<file path="config.mk">
export PLATFORM = sky130hd
export DESIGN_NAME = cacheline_arbiter
export DESIGN_NICKNAME = d
export VERILOG_FILES = /design/src/rtl/cacheline_arbiter_pkg.sv /design/src/rtl/cacheline_arbiter_control.sv /design/src/rtl/cacheline_arbiter.sv
export SDC_FILE = /design/constraint.sdc
export NUM_CORES = 1
export LEC_CHECK = 0
export CELL_PAD_IN_SITES_DETAIL_PLACEMENT = 0
export CELL_PAD_IN_SITES_GLOBAL_PLACEMENT = 1
export CORE_AREA = 10 10 534 536
export CTS_BUF_LIST = sky130_fd_sc_hd__clkbuf_2 sky130_fd_sc_hd__clkbuf_4 sky130_fd_sc_hd__clkbuf_8
export DETAILED_ROUTE_END_ITERATION = 7
export DIE_AREA = 0 0 544 546
export DONT_BUFFER_PORTS = 1
export PLACE_DENSITY_LB_ADDON = 0.12
export SYNTH_ARGS = -nofsm -noshare
export SYNTH_HDL_FRONTEND = slang
export SYNTH_SLANG_ARGS = --single-unit
</file>
<file path="constraint.sdc">
create_clock -name clk -period 1.8 [get_ports clk]
set_input_delay 0.18 -clock clk [delete_from_list [all_inputs] [get_ports clk]]
set_output_delay 0.18 -clock clk [all_outputs]
set_load 0.01 [all_outputs]
</file>
<file path="src/rtl/cacheline_arbiter_pkg.sv">
// Shared types for the memory-side datapath.
// Holds the arbiter FSM encoding and the cacheline width.
package rv32i_types;

  localparam int unsigned CL_LINE_WIDTH = 256;

  typedef enum logic [1:0] {
    IDLE   = 2'b00,
    I_BUSY = 2'b01,
    D_BUSY = 2'b10,
    DONE   = 2'b11
  } arb_state_t;

endpackage

</file>
<file path="src/rtl/cacheline_arbiter_control.sv">
// Arbiter FSM: grant decision, starvation counter and
// ownership tracking for the shared cacheline port.
module cacheline_arbiter_control
  import rv32i_types::*;
#(
  parameter int unsigned STARVE_LIMIT = 4
) (
  input  logic clk,
  input  logic rst,
  input  logic i_req_i,
  input  logic d_req_i,
  input  logic mem_resp_i,
  output logic grant_d_o,
  output logic latch_en_o,
  output logic busy_o,
  output logic own_i_o,
  output logic own_d_o
);

  localparam logic [3:0] LIMIT = 4'(STARVE_LIMIT);

  arb_state_t state_q, state_d;
  logic [3:0] starve_q, starve_d;
  logic       d_wins;

  // Data cache keeps priority until it has starved fetch LIMIT times.
  assign d_wins = d_req_i && (!i_req_i || starve_q < LIMIT);

  always_comb begin
    state_d    = state_q;
    starve_d   = starve_q;
    grant_d_o  = 1'b0;
    latch_en_o = 1'b0;
    unique case (state_q)
      IDLE: begin
        if (d_wins) begin
          state_d    = D_BUSY;
          grant_d_o  = 1'b1;
          latch_en_o = 1'b1;
          if (i_req_i) starve_d = starve_q + 4'd1;
        end else if (i_req_i) begin
          state_d    = I_BUSY;
          latch_en_o = 1'b1;
          starve_d   = '0;
        end
      end
      I_BUSY, D_BUSY: begin
        if (mem_resp_i) state_d = DONE;
      end
      DONE:    state_d = IDLE;
      default: state_d = IDLE;
    endcase
  end

  always_ff @(posedge clk) begin
    if (rst) begin
      state_q  <= IDLE;
      starve_q <= '0;
    end else begin
      state_q  <= state_d;
      starve_q <= starve_d;
    end
  end

  assign own_i_o = (state_q == I_BUSY);
  assign own_d_o = (state_q == D_BUSY);
  assign busy_o  = own_i_o | own_d_o;

endmodule

</file>
<file path="src/rtl/cacheline_arbiter.sv">
// Shares one physical-memory cacheline port between I$ and D$.
// Latches the winner's command and routes the response back.
module cacheline_arbiter
  import rv32i_types::*;
#(
  parameter int unsigned LINE_WIDTH   = CL_LINE_WIDTH,
  parameter int unsigned ADDR_WIDTH   = 32,
  parameter int unsigned STARVE_LIMIT = 4
) (
  input  logic                  clk,
  input  logic                  rst,
  input  logic                  icache_pmem_read,
  input  logic [ADDR_WIDTH-1:0] icache_pmem_address,
  output logic [LINE_WIDTH-1:0] icache_pmem_rdata,
  output logic                  icache_pmem_resp,
  input  logic                  dcache_pmem_read,
  input  logic                  dcache_pmem_write,
  input  logic [ADDR_WIDTH-1:0] dcache_pmem_address,
  input  logic [LINE_WIDTH-1:0] dcache_pmem_wdata,
  output logic [LINE_WIDTH-1:0] dcache_pmem_rdata,
  output logic                  dcache_pmem_resp,
  output logic                  pmem_read,
  output logic                  pmem_write,
  output logic [ADDR_WIDTH-1:0] pmem_address,
  output logic [LINE_WIDTH-1:0] pmem_wdata,
  input  logic [LINE_WIDTH-1:0] pmem_rdata,
  input  logic                  pmem_resp
);

  localparam int unsigned OFF = $clog2(LINE_WIDTH / 8);

  logic grant_d, latch_en, busy, own_i, own_d;

  logic                  wr_q, wr_d;
  logic [ADDR_WIDTH-1:0] addr_q, addr_d, addr_sel;
  logic [LINE_WIDTH-1:0] wdata_q, wdata_d;

  cacheline_arbiter_control #(
    .STARVE_LIMIT(STARVE_LIMIT)
  ) u_ctrl (
    .clk       (clk),
    .rst       (rst),
    .i_req_i   (icache_pmem_read),
    .d_req_i   (dcache_pmem_read | dcache_pmem_write),
    .mem_resp_i(pmem_resp),
    .grant_d_o (grant_d),
    .latch_en_o(latch_en),
    .busy_o    (busy),
    .own_i_o   (own_i),
    .own_d_o   (own_d)
  );

  assign addr_sel = grant_d ? dcache_pmem_address
                            : icache_pmem_address;

  always_comb begin
    wr_d    = wr_q;
    addr_d  = addr_q;
    wdata_d = wdata_q;
    if (latch_en) begin
      // Read+write together resolves to a writeback.
      wr_d    = grant_d & dcache_pmem_write;
      addr_d  = {addr_sel[ADDR_WIDTH-1:OFF], {OFF{1'b0}}};
      wdata_d = dcache_pmem_wdata;
    end
  end

  always_ff @(posedge clk) begin
    if (rst) begin
      wr_q    <= 1'b0;
      addr_q  <= '0;
      wdata_q <= '0;
    end else begin
      wr_q    <= wr_d;
      addr_q  <= addr_d;
      wdata_q <= wdata_d;
    end
  end

  assign pmem_read    = busy & ~wr_q;
  assign pmem_write   = busy & wr_q;
  assign pmem_address = addr_q;
  assign pmem_wdata   = wdata_q;

  assign icache_pmem_resp  = own_i & pmem_resp;
  assign dcache_pmem_resp  = own_d & pmem_resp;
  assign icache_pmem_rdata = own_i ? pmem_rdata : '0;
  assign dcache_pmem_rdata = own_d ? pmem_rdata : '0;

endmodule

</file>
# After elaboration in Yosys (flattened, before gate mapping)
# Cells that the tools add are included.
[op_classes] n_eq_ne=5 n_bitwise=8 add_sub_neg=1 n_mux=15 reduce_logical=7 order_cmp=1
[op_table] op="two-way mux 256 bit" n=2
[op_table] op="two-way mux 32 bit" n=1
[op_table] op="two-way mux 4 bit" n=3
[op_table] op="two-way mux 2 bit" n=3
[op_table] op="one-hot mux 2 bit (3 select lines)" n=1
[op_table] op="AND 1 bit" n=5
[op_table] op="two-way mux 1 bit" n=5
[op_table] op="adder 4 x 1 -> 4 bit (second input constant)" n=1
[op_table] op="== test 2 bit (second input constant)" n=2
[op_table] op="less-than comparator 4 x 3 -> 1 bit (second input constant)" n=1
[op_table] op="AND reduction 2 bit" n=2
[op_table] op="inequality test 3 x 2 -> 1 bit (second input constant)" n=1
[op_table] op="== test 2 x 1 -> 1 bit (second input constant)" n=1
[op_table] op="logical NOT 2 bit" n=1
[op_table] op="inequality test 2 bit (second input constant)" n=1
[op_table] op="OR 1 bit" n=2
[op_table] op="OR reduction 2 bit" n=1
[op_table] op="logical AND 1 bit" n=1
[op_table] op="logical NOT 1 bit" n=1
[op_table] op="logical OR 1 bit" n=1
[op_table] op="inverter 1 bit" n=1
[word_totals] wordCells=42 ff_bits=290

# Longest topological paths before layout
# Gate-level depths: netlist of the first run.
[depth] word_depth=6 depth_mapped=8

# By module
# From an unflattened synthesis of the first run, not the netlist that was laid out.
[hier_totals] hier_cells=1568 area_unflattened_um2=14350.0
[by_module_without_submodules] module="cacheline_arbiter" cells_per_inst=1529 instances=1 area_per_inst_um2=13973.4
[by_module_without_submodules] module="cacheline_arbiter_control" cells_per_inst=39 instances=1 area_per_inst_um2=376.6

# Worst setup path before layout of the first run
# No wires, ideal clock.
[synth_timing] kind="reg-to-reg" startpoint="register u_ctrl.state_q[0]" endpoint="register u_ctrl.state_q[0]" path_buffers=1 arrival_time_ns=1.500 setup_time_ns=0.128 synth_period_minus_slack_ns=1.628 stages_incl_launch_ff=8 path_slack_ns=0.172 path_cell_list="dfxtp_1 inv_1 ha_1 buf_2 or4b_1 o21ai_1 mux2i_1 nor2_1"
[synth_between] elab_chain_len=4
[synth_lines] element="start, declared" line_no="cacheline_arbiter_control.sv:22" rtl="arb_state_t state_q, state_d;"
[synth_lines] element="start signal, assigned" line_no="cacheline_arbiter_control.sv:60" rtl="state_q <= state_d;"
[synth_lines] element="== test 2 x 1 -> 1 bit or == test 2 bit (tied branches)" line_no="cacheline_arbiter_control.sv:34" rtl="unique case (state_q)"
[synth_lines] element="OR reduction 2 bit" line_no="cacheline_arbiter_control.sv:34"
[synth_lines] element="inequality test 2 bit (no source line)"
[synth_lines] element="AND reduction 2 bit (no source line)"
# Parallel ways exist; a longest one is shown, timed or not.
# A chain may end at the register's enable or synchronous reset.

# Final worst setup path of the first run
[layout_timing] startpoint="register u_ctrl.state_q[0]" endpoint="output port dcache_pmem_rdata[231]"
[layout_between] elab_chain_len=2
[layout_lines] element="== test 2 bit" line_no="cacheline_arbiter_control.sv:66" rtl="assign own_d_o = (state_q == D_BUSY);"
[layout_lines] element="two-way mux 256 bit" line_no="cacheline_arbiter.sv:88" rtl="assign dcache_pmem_rdata = own_d ? pmem_rdata : '0;"
[layout_lines] element="end, declared" line_no="cacheline_arbiter.sv:20" rtl="output logic [LINE_WIDTH-1:0] dcache_pmem_rdata,"
# Every way passes these cells.

==> metrics.txt, run 1 <==
Max Used Layer=met5; Final Hold Viols=234; min-delay worst type=in2reg; synth-to-layout area growth=104%; peak supply drop=500 uV; die area=~0.3 mm2; GRT Residual Overflow=0; outcome=finished, violations left; Critical Path AT=2.14 ns; share of layout cells above drive strength 1=0.390; Clock Tree Root=clkbuf_8; min-delay src=rst; met2 WL post-DR=104000 um; failing checks=negative hold slack, negative setup slack; register area share after synthesis=0.420; DRT iter0 DRCs=874; RSZ-0062 raised after global routing=true; CP Launch Type=register; Fin Clk Skew=0.0509 ns; Post-Syn Instances=1852; Avg Inst Size Synth=7.46 um2; relative slew slack=0.380; DPL Wire Length=176000 um; R2R Path Start=u_ctrl.state_q[0]; number of global-route vias before repair=about 16000; largest net degree at the start of global routing=291; first drt pass iteration count=7; Core Region=0.275 mm2; final worst-path setup slack=-0.524 ns; area leader, netlist=dfxtp_1; CP Class=reg2out; WP data required=1.62 ns; Die Ht=546 um; Num Clock Sinks=290; Hold Slack=-0.471 ns; placer's final routability congestion estimate=0.892; fin nets=between 2000 and 3000; most frequent cells in the layout=nand2_1, and2_4, dfxtp_1; count of different cell masters after synthesis=30; Syn. warnings=0; FF-to-FF End=pmem_wdata[121]; critical path, cell by cell=inv_2 > buf_6 > ha_4 > buf_12 > buf_16 > clkbuf_16 > and2_4; initial cell density of the core=0.0503; commonest non-fill, non-tap cell in the layout=nand2_1; Total Power=44.6 mW; top cell type's share of synthesized area=0.420; pwr/cell area=~1600 mW/mm2; ANT nets after route=0; WHS Endpoint=pmem_wdata[21]; Routed met1 length=64400 um; vias=16300; reg2reg setup slack=-0.20 ns; GRT Overall Usage=0.131; Reg2Reg Depth=10; CP peak stage delay=0.33 ns; # port buffers=0; die width=544 um; DRC viols=0; Setup TNS Final=-249.54 ns; fin cells=~6100; Max Cap Viol=0; #FFs+latches synth=290; final WL=212000 um; boundary pin count=~1400; Max Root-Sink Buffers=3; CP max FO=9; row count=193; final setup fails=748; clk_lat worst skew=around 0.76 ns; Leakage=roughly 10 nW; top post-synthesis cells by area=dfxtp_1, and2_1, nand2_1; met3 wire len=approximately 35000 um; fin crit period=2.32 ns; CP max-delay cell=dfxtp_2; period utilization=1.29; initial antenna violation count=roughly 150; Crit. End Element=primary output; H-tree depth=3; drt wl/cell=34.7 um; first-pass GRT wire length=roughly 240000 um; Peak Freq=around 430 MHz; Clock Pin Slew Worst Setup and Hold Paths=0.05 ns; placed cell count=5515; CTS tree=done; worst slew pin tran=0.930 ns; Final Max Slew Viols=0; drt via density=2.67; Cells on Worst Hold Path=1; total CTS buffers=73; synthesized area=0.0138 mm2
==> metal layers <==
layer,GRT usage,vias to the layer above
li1,-,6983
met1,0.111,7765
met2,0.224,1127
met3,0.109,324
met4,0.0521,90
met5,0,-
==> logic make-up after synthesis <==
kind of cell               count (synthesis)  share of synthesized area
and+or+nand+nor                         1045                      0.379
DFF                                      290                      0.420
muxes                                      2                    0.00145
other                                      1                   0.000271
AOI/OAI and AO/OA                        321                      0.131
buffers and inverters                    188                     0.0637
adders and majority gates                  5                    0.00453
==> layout make-up <==
cell class	instances	area, um2
antenna	110	275
tap	3607	4510
inverter	30	113
fill	31900	247000
timing repair buffer	567	7640
multi-input combinational	1378	8360
sequential	290	5810
clock inverter	12	169
clock buffer	110	1320
==> worst max-delay path: cells and delay by family (launching register included) <==
kind          cells  cell delay, ns
buf+inv           5            0.75
flops             1            0.33
fa+ha+maj         1            0.15
simple gates      1            0.15
==> power by group <==
part	switching [mW]	total, mW	internal [mW]
clock network	3.93	8.93	4.99
registers	2.41	10.4	8.02
logic	13.7	25.3	11.6
==> cell usage after synthesis <==
master      n
a21oi_2     1
nor2_1      7
a21boi_0    1
nand2_1   516
inv_1      30
a32oi_1     1
a31oi_1     1
o221a_2    27
o21ai_4     1
or4b_1      1
clkbuf_1   90
and2_1    516
buf_1       1
nand2_2     1
buf_4      31
dfxtp_1   290
conb_1      1
buf_6       2
ha_1        5
a21oi_1   284
o21a_1      1
mux2i_1     2
a22oi_1     1
or2_1       1
a221oi_1    1
o21ai_1     1
nand4_1     1
o21ai_0     1
and3b_1     2
buf_2      34
==> stage by stage <==
stage | cell area (um2) | worst slack (ns) | util
floorplan | 13800 | 0.172 | -
global placement | 20600 | -0.00351 | 0.0749
detailed placement | 20600 | 0.00351 | 0.0749
CTS | 26200 | -0.681 | 0.0953
global route | 28100 | -0.676 | 0.102
finish | 28200 | -0.524 | 0.103
==> repair_timing <==
item / 4_1_cts / 5_1_grt
hold buffers: 218 / 51
endpoints found under the setup margin: 518 / 730
endpoints found under the hold margin: 290 / 290
pin swaps: 123 / 68
gates cloned: 26 / 30
setup buffers: 16 / 23
gates resized for setup: 427 / 197
==> worst max-delay path by stage <==
stage	endpoint	from	depth (start not counted)
final	dcache_pmem_rdata[231]	u_ctrl.state_q[0]	7
after detailed placement	pmem_wdata[86]	u_ctrl.state_q[0]	8
after global routing	dcache_pmem_rdata[219]	u_ctrl.state_q[0]	8
after CTS	dcache_pmem_rdata[144]	u_ctrl.state_q[0]	8
after floorplan	u_ctrl.state_q[0]	u_ctrl.state_q[0]	7
after global placement	dcache_pmem_rdata[91]	u_ctrl.state_q[0]	6
==> registers in the layout (all words and copies together), names as in the netlist <==
register and flops:
pmem_wdata 256, pmem_address 27, wr_q 1, u_ctrl.state_q 2, u_ctrl.starve_q 4
Note: power is estimated with default switching activity, not from simulation.
==> run 2, diff against run 1 <==
Settings changed: SKIP_LAST_GASP set to 1.
==> run 2 against run 1 <==
Compared with the run above:
- fmax is 0.83% lower
- sequential power hardly changed
- critical path type unchanged
- clock power hardly changed
- the run still ends with negative hold slack, negative setup slack left
- largest cell class unchanged
- design area is 1.3% lower
- power is 2.0% lower
- first-iteration DRC count is 1.6% higher
- worst setup slack worse by 0.019 ns
==> metrics.txt, run 2 (synthesized netlist as in run 1, its figures left out) <==
period utilization=1.30; drt via density=2.66; Peak Freq=427 MHz; Clock Tree Root=clkbuf_8; DRC viols=0; number of global-route vias before repair=16100; failing checks=negative hold slack, negative setup slack; first drt pass iteration count=5; delay-heaviest family, CP=buffers and inverters; first-pass GRT wire length=approximately 240000 um; design area=around 0.028 mm2; min-delay worst type=in2reg; row count=193; pwr/cell area=1570 mW/mm2; worst slew pin tran=between 0.8 and 0.9 ns; most frequent cells in the layout=nand2_1, and2_4, dfxtp_1; final setup fails=between 700 and 800; CP max-delay cell=dfxtp_2; Critical Path AT=2.16 ns; CP Launch Type=register; peak supply drop=496 uV; Core Region=0.275 mm2; CP peak stage delay=0.33 ns; initial cell density of the core=0.0503; CTS tree=done; relative slew slack=0.443; boundary pin count=1386; final worst-path setup slack=-0.543 ns; RSZ-0062 raised after global routing=true; CP Launch Point=u_ctrl.state_q[0]; outcome=finished, violations left; GRT Residual Overflow=0; synth-to-layout area growth=102%; Critical Path Stages=7; Final Max Slew Viols=0; H-tree depth=3; clk_lat worst skew=roughly 0.76 ns; Die Ht=about 550 um; Fin Clk Skew=0.0560 ns; ANT nets after route=0; share of layout cells above drive strength 1=0.375; largest net degree at the start of global routing=between 200 and 300; DP Area=0.0206 mm2; die area=just under 0.3 mm2; Reg2Reg Depth=10; Crit. End Element=primary output; drt wl/cell=34.3 um; Hold Slack=-0.488 ns; Max Root-Sink Buffers=3; critical path, cell by cell=inv_2 > buf_6 > ha_4 > buf_12 > buf_16 > buf_16 > and2_1; total CTS buffers=73; fillers=31900; Num Clock Sinks=290; WP buf/inv=5; placer's final routability congestion estimate=0.892; Max Cap Viol=0; WP data required=1.62 ns; # port buffers=0; Clock Pin Slew Worst Setup and Hold Paths=0.05 ns; Leakage=10.3 nW; CP max FO=10; end of the critical path=dcache_pmem_rdata[193]; fin crit period=about 2.3 ns; Cells on Worst Hold Path=1; die width=~540 um; fin cells=6099; fin nets=2915; most used cell, CP=buf_16; initial antenna violation count=159; commonest non-fill, non-tap cell in the layout=nand2_1; Final Hold Viols=287; final WL=209000 um; reg2reg setup slack=-0.20 ns; CP Class=reg2out; GRT Overall Usage=0.131; Total Power=43.7 mW; DRT iter0 DRCs=888; placed cell count=5515; FF-to-FF End=pmem_wdata[124]; max reg flops=256; vias=16200; DPL Wire Length=176000 um; R2R Path Start=u_ctrl.state_q[0]; fin util=0.101
## run 2: cell count changes in the layout (fill, tap and decap cells not counted), sizes merged
cell and change:
buf -6, bufbuf +3, clkbuf -9, diode +7
## run 2: what timing repair did
item                                    4_1_cts  5_1_grt
resized for setup                           352      232
endpoints found under the setup margin      518      730
hold buffers                                218       51
setup buffers                                16       21
pin swaps                                   102       78
gates cloned                                 26       19
hold endpoints to repair                    290      290
## run 2: per-stage QoR
stage	TNS [ns]	worst slack, ns
6_report	-246.64	-0.543
2_1_floorplan	0	0.172
5_1_grt	-349.67	-0.677
3_3_place_gp	-0.00394	-0.00351
3_5_place_dp	0	0.00351
4_1_cts	-312.63	-0.681
## run 2: worst min path at each step
stage	slack (ns)	to	start
5_1_grt	-0.62	pmem_wdata[30]	rst
3_3_place_gp	0.30	pmem_wdata[18]	rst
2_1_floorplan	0.32	pmem_wdata[0]	dcache_pmem_wdata[0]
3_5_place_dp	0.30	pmem_wdata[5]	rst
6_report	-0.49	pmem_wdata[18]	rst
4_1_cts	-0.64	pmem_wdata[10]	rst
## run 2: cell type report
type	count	area [um2]	area share
Antenna cell	117	293	0.0105
Timing Repair Buffer	555	7340	0.264
Tap cell	3607	4510	0.162
Clock buffer	110	1320	0.0474
Clock inverter	12	169	0.00606
Multi-Input combinational cell	1378	8290	0.298
Inverter	30	113	0.00404
Sequential cell	290	5810	0.209
## run 2: power breakdown
group          switching, mW  internal [mW]  leakage [nW]  total (mW)
Clock                   3.94           4.99         0.792        8.93
Combinational           13.3           11.0          7.09        24.4
Sequential              2.41           8.02          2.40        10.4
## run 2: layer usage
metal | GRT usage | share of wire | up-vias
met5 | 0 | 0.0034 | -
met4 | 0.0499 | 0.034 | 86
met3 | 0.107 | 0.16 | 334
met2 | 0.225 | 0.49 | 1164
met1 | 0.112 | 0.31 | 7644
li1 | - | - | 6970
## run 2: worst register-to-register path, cell delays in order, from the launching register on
cell and delay [ns]:
dfxtp_2 0.34, inv_2 0.04, buf_4 0.12, buf_4 0.12, ha_1 0.23, buf_4 0.17, o21ai_4 0.10, buf_12 0.19
buf_12 0.32, nand2_1 0.14, a21oi_1 0.14
==> run 3, diff against run 2 <==
Settings changed: ABC_AREA set to 1, CORE_AREA 10 10 534 536 to 10 10 536 538, CTS_BUF_LIST sky130_fd_sc_hd__clkbuf_2 sky130_fd_sc_hd__clkbuf_4 sky130_fd_sc_hd__clkbuf_8 to sky130_fd_sc_hd__clkbuf_4 sky130_fd_sc_hd__clkbuf_8, DIE_AREA 0 0 544 546 to 0 0 546 548.
==> run 3 against run 2 <==
Compared with the run above:
- the run ends with negative setup slack left
- global-route usage fell by 2.3 points
- worst hold slack improved by 0.63 ns
- routed wire length fell by 17%
- fmax fell by 2.4%
- utilization rose by 0.45 points
- count of clock-buffer cells in the layout fell by 12
- cell count rose by 11%
- synthesized cell count rose by 33%
- design area rose by 4.9%
==> metrics.txt, run 3 <==
outcome=finished, violations left; failing checks=negative setup slack; share of layout cells above drive strength 1=0.292; max reg flops=256; CP max-delay cell=dfxtp_2; sequential power share=0.259; most used flip-flop cell after synthesis=dfxtp_1; CP max FO=4; design area=0.0292 mm2; fin nets=about 3600; Final Hold Viols=0; most used cell, CP=buf_12; min-delay worst type=in2reg; pwr/cell area=1720 mW/mm2; drt via density=between 2 and 3; DRC viols=0; die area=0.299 mm2; initial cell density of the core=0.0534; number of global-route vias before repair=between 15000 and 20000; placed cell count=6202; top cell type's share of synthesized area=0.394; fin cells=6757; Clock Tree Root=clkbuf_8; WP data required=1.62 ns; clock share of power=0.155; vias=17800; Hold Slack=0.137 ns; final WL=174000 um; Crit. End Element=primary output; fin crit period=2.40 ns; commonest non-fill, non-tap cell in the layout=nor2_1; GRT Overall Usage=0.108; Post-Syn Instances=2468; DRT iter0 DRCs=678; final worst-path setup slack=-0.601 ns; switching share of power=0.503; initial antenna violation count=49; fillers=32400; critical path, cell by cell=inv_2 > buf_6 > ha_4 > buf_12 > buf_16 > buf_12 > buf_8 > nand2_4 > inv_4 > buf_12; NetSw=25.3 mW; ANT nets after route=0; Post-synth EDFFs=0; placer's final routability congestion estimate=0.806; most frequent cells in the layout=nor2_1, nand2_1, dlygate4sd3_1; synthesized area=0.0147 mm2; drt wl/cell=25.7 um; ys async rst share=0; die width=roughly 550 um; Fin Clk Skew=0.0213 ns; total CTS buffers=61; CP Class=reg2out; Avg Inst Size Synth=5.98 um2; Max Root-Sink Buffers=3; most frequent cell after synthesis=nand2_1; P_int=25.0 mW; peak supply drop=746 uV; clk_lat worst skew=0.71 ns; Peak Freq=between 400 and 500 MHz; period utilization=1.33; row count=193; largest net degree at the start of global routing=64; CTS tree=done; count of different cell masters after synthesis=23; top post-synthesis cells by area=dfxtp_1, nand2_1, inv_1; # port buffers=0; Clock Pin Slew Worst Setup and Hold Paths=~0.06 ns; Max Cap Viol=0; Num Clock Sinks=290; CP peak stage delay=0.33 ns; Syn. warnings=0; CP Launch Type=register; #FFs+latches synth=290; Setup TNS Final=-254.05 ns; synth-to-layout area growth=98.0%; Final Max Slew Viols=0; final setup fails=611; RSZ-0062 raised after global routing=true; Leakage=roughly 14 nW; DP Area=0.0209 mm2; Comb pwr share=0.586; Total Power=50.3 mW; fin util=0.106; pre-CTS setup slack=-0.101 ns; Die Ht=about 550 um; Post-synth top cells=nand2_1, inv_1, nor2_1; area leader, netlist=dfxtp_1; register area share after synthesis=0.394; H-tree depth=2; first-pass GRT wire length=217000 um; boundary pin count=1386; first drt pass iteration count=5; Critical Path AT=2.22 ns; DPL Wire Length=148000 um; Core Region=0.276 mm2; GRT Residual Overflow=0
## run 3: changes by cell type in the layout (fill, tap and decap cells not counted), moves of 38 or more
| cell | before | now |
|---|---|---|
| o21ai_0 | 1 | 260 |
| inv_1 | 28 | 281 |
| nand2_4 | 0 | 156 |
| nor2_1 | 6 | 523 |
| nand2_2 | 1 | 39 |
| and2_4 | 439 | 0 |
| inv_4 | 0 | 108 |
| dlygate4sd3_1 | 269 | 315 |
| nand2_1 | 516 | 370 |
| inv_2 | 2 | 153 |
| and2_1 | 71 | 0 |
| a21oi_1 | 284 | 29 |
| diode_2 | 117 | 43 |
## run 3: what timing repair did
| item | 4_1_cts | 5_1_grt |
|---|---|---|
| hold buffers | 315 | 0 |
| setup buffers | 30 | 33 |
| gates resized for setup | 264 | 654 |
| pin swaps | 28 | 58 |
| gates cloned | 12 | 22 |
| setup endpoints to repair | 597 | 795 |
| endpoints found under the hold margin | 290 | 0 |
## run 3: metal layers
metal	GRT usage	vias up	part of all wire
met5	0	-	0.00032
met1	0.103	8423	0.34
met2	0.203	974	0.53
met4	0.0188	8	0.015
met3	0.0616	138	0.12
li1	-	8210	-
## run 3: worst max-delay path: cells and delay by family, from the launching register on
kind | cells | cell delay [ns]
buffers and inverters | 8 | 0.88
DFF | 1 | 0.33
and+or+nand+nor | 1 | 0.06
adders and majority gates | 1 | 0.18
## run 3: cells by family (layout without fill, tap and decap cells)
kind of cell	count (synthesis)	count (layout)	share of synthesized area
simple gates	1139	1139	0.298
flops	290	290	0.394
buf+inv	717	1254	0.195
other cells	1	48	0.000254
fa+ha+maj	5	5	0.00424
compound gates	314	314	0.107
xor+xnor	2	2	0.00119
## run 3: path summary, 6_finish.rpt
| check | to | cells after the start | from | slack (ns) |
|---|---|---|---|---|
| hold / removal | pmem_wdata[135] | 3 | dcache_pmem_wdata[135] | 0.14 |
| setup / recovery | dcache_pmem_rdata[71] | 10 | u_ctrl.state_q[0] | -0.60 |
| hold reg to reg | u_ctrl.starve_q[3] | 2 | u_ctrl.starve_q[3] | 0.45 |
| setup reg to reg | pmem_wdata[65] | 8 | u_ctrl.state_q[0] | -0.12 |
## run 3: power by group through the flow
stage	Clock (mW)	Combinational, mW	Sequential [mW]
floorplan	0	11.3	11.3
global placement	0	22.1	13.5
detailed placement	0	22.0	13.3
CTS	8.39	26.4	13.2
global route	8.56	32.5	13.5
finish	7.81	29.5	13.0
## run 3: cell type report
class	instances	area (um2)	share of cell area
inverter	553	2410	0.0826
timing repair buffer	593	7310	0.250
clock buffer	98	1190	0.0408
tap	3705	4640	0.159
multi-input combinational	1465	7650	0.262
antenna	43	108	0.00368
sequential	290	5810	0.199
clock inverter	10	82.6	0.00283
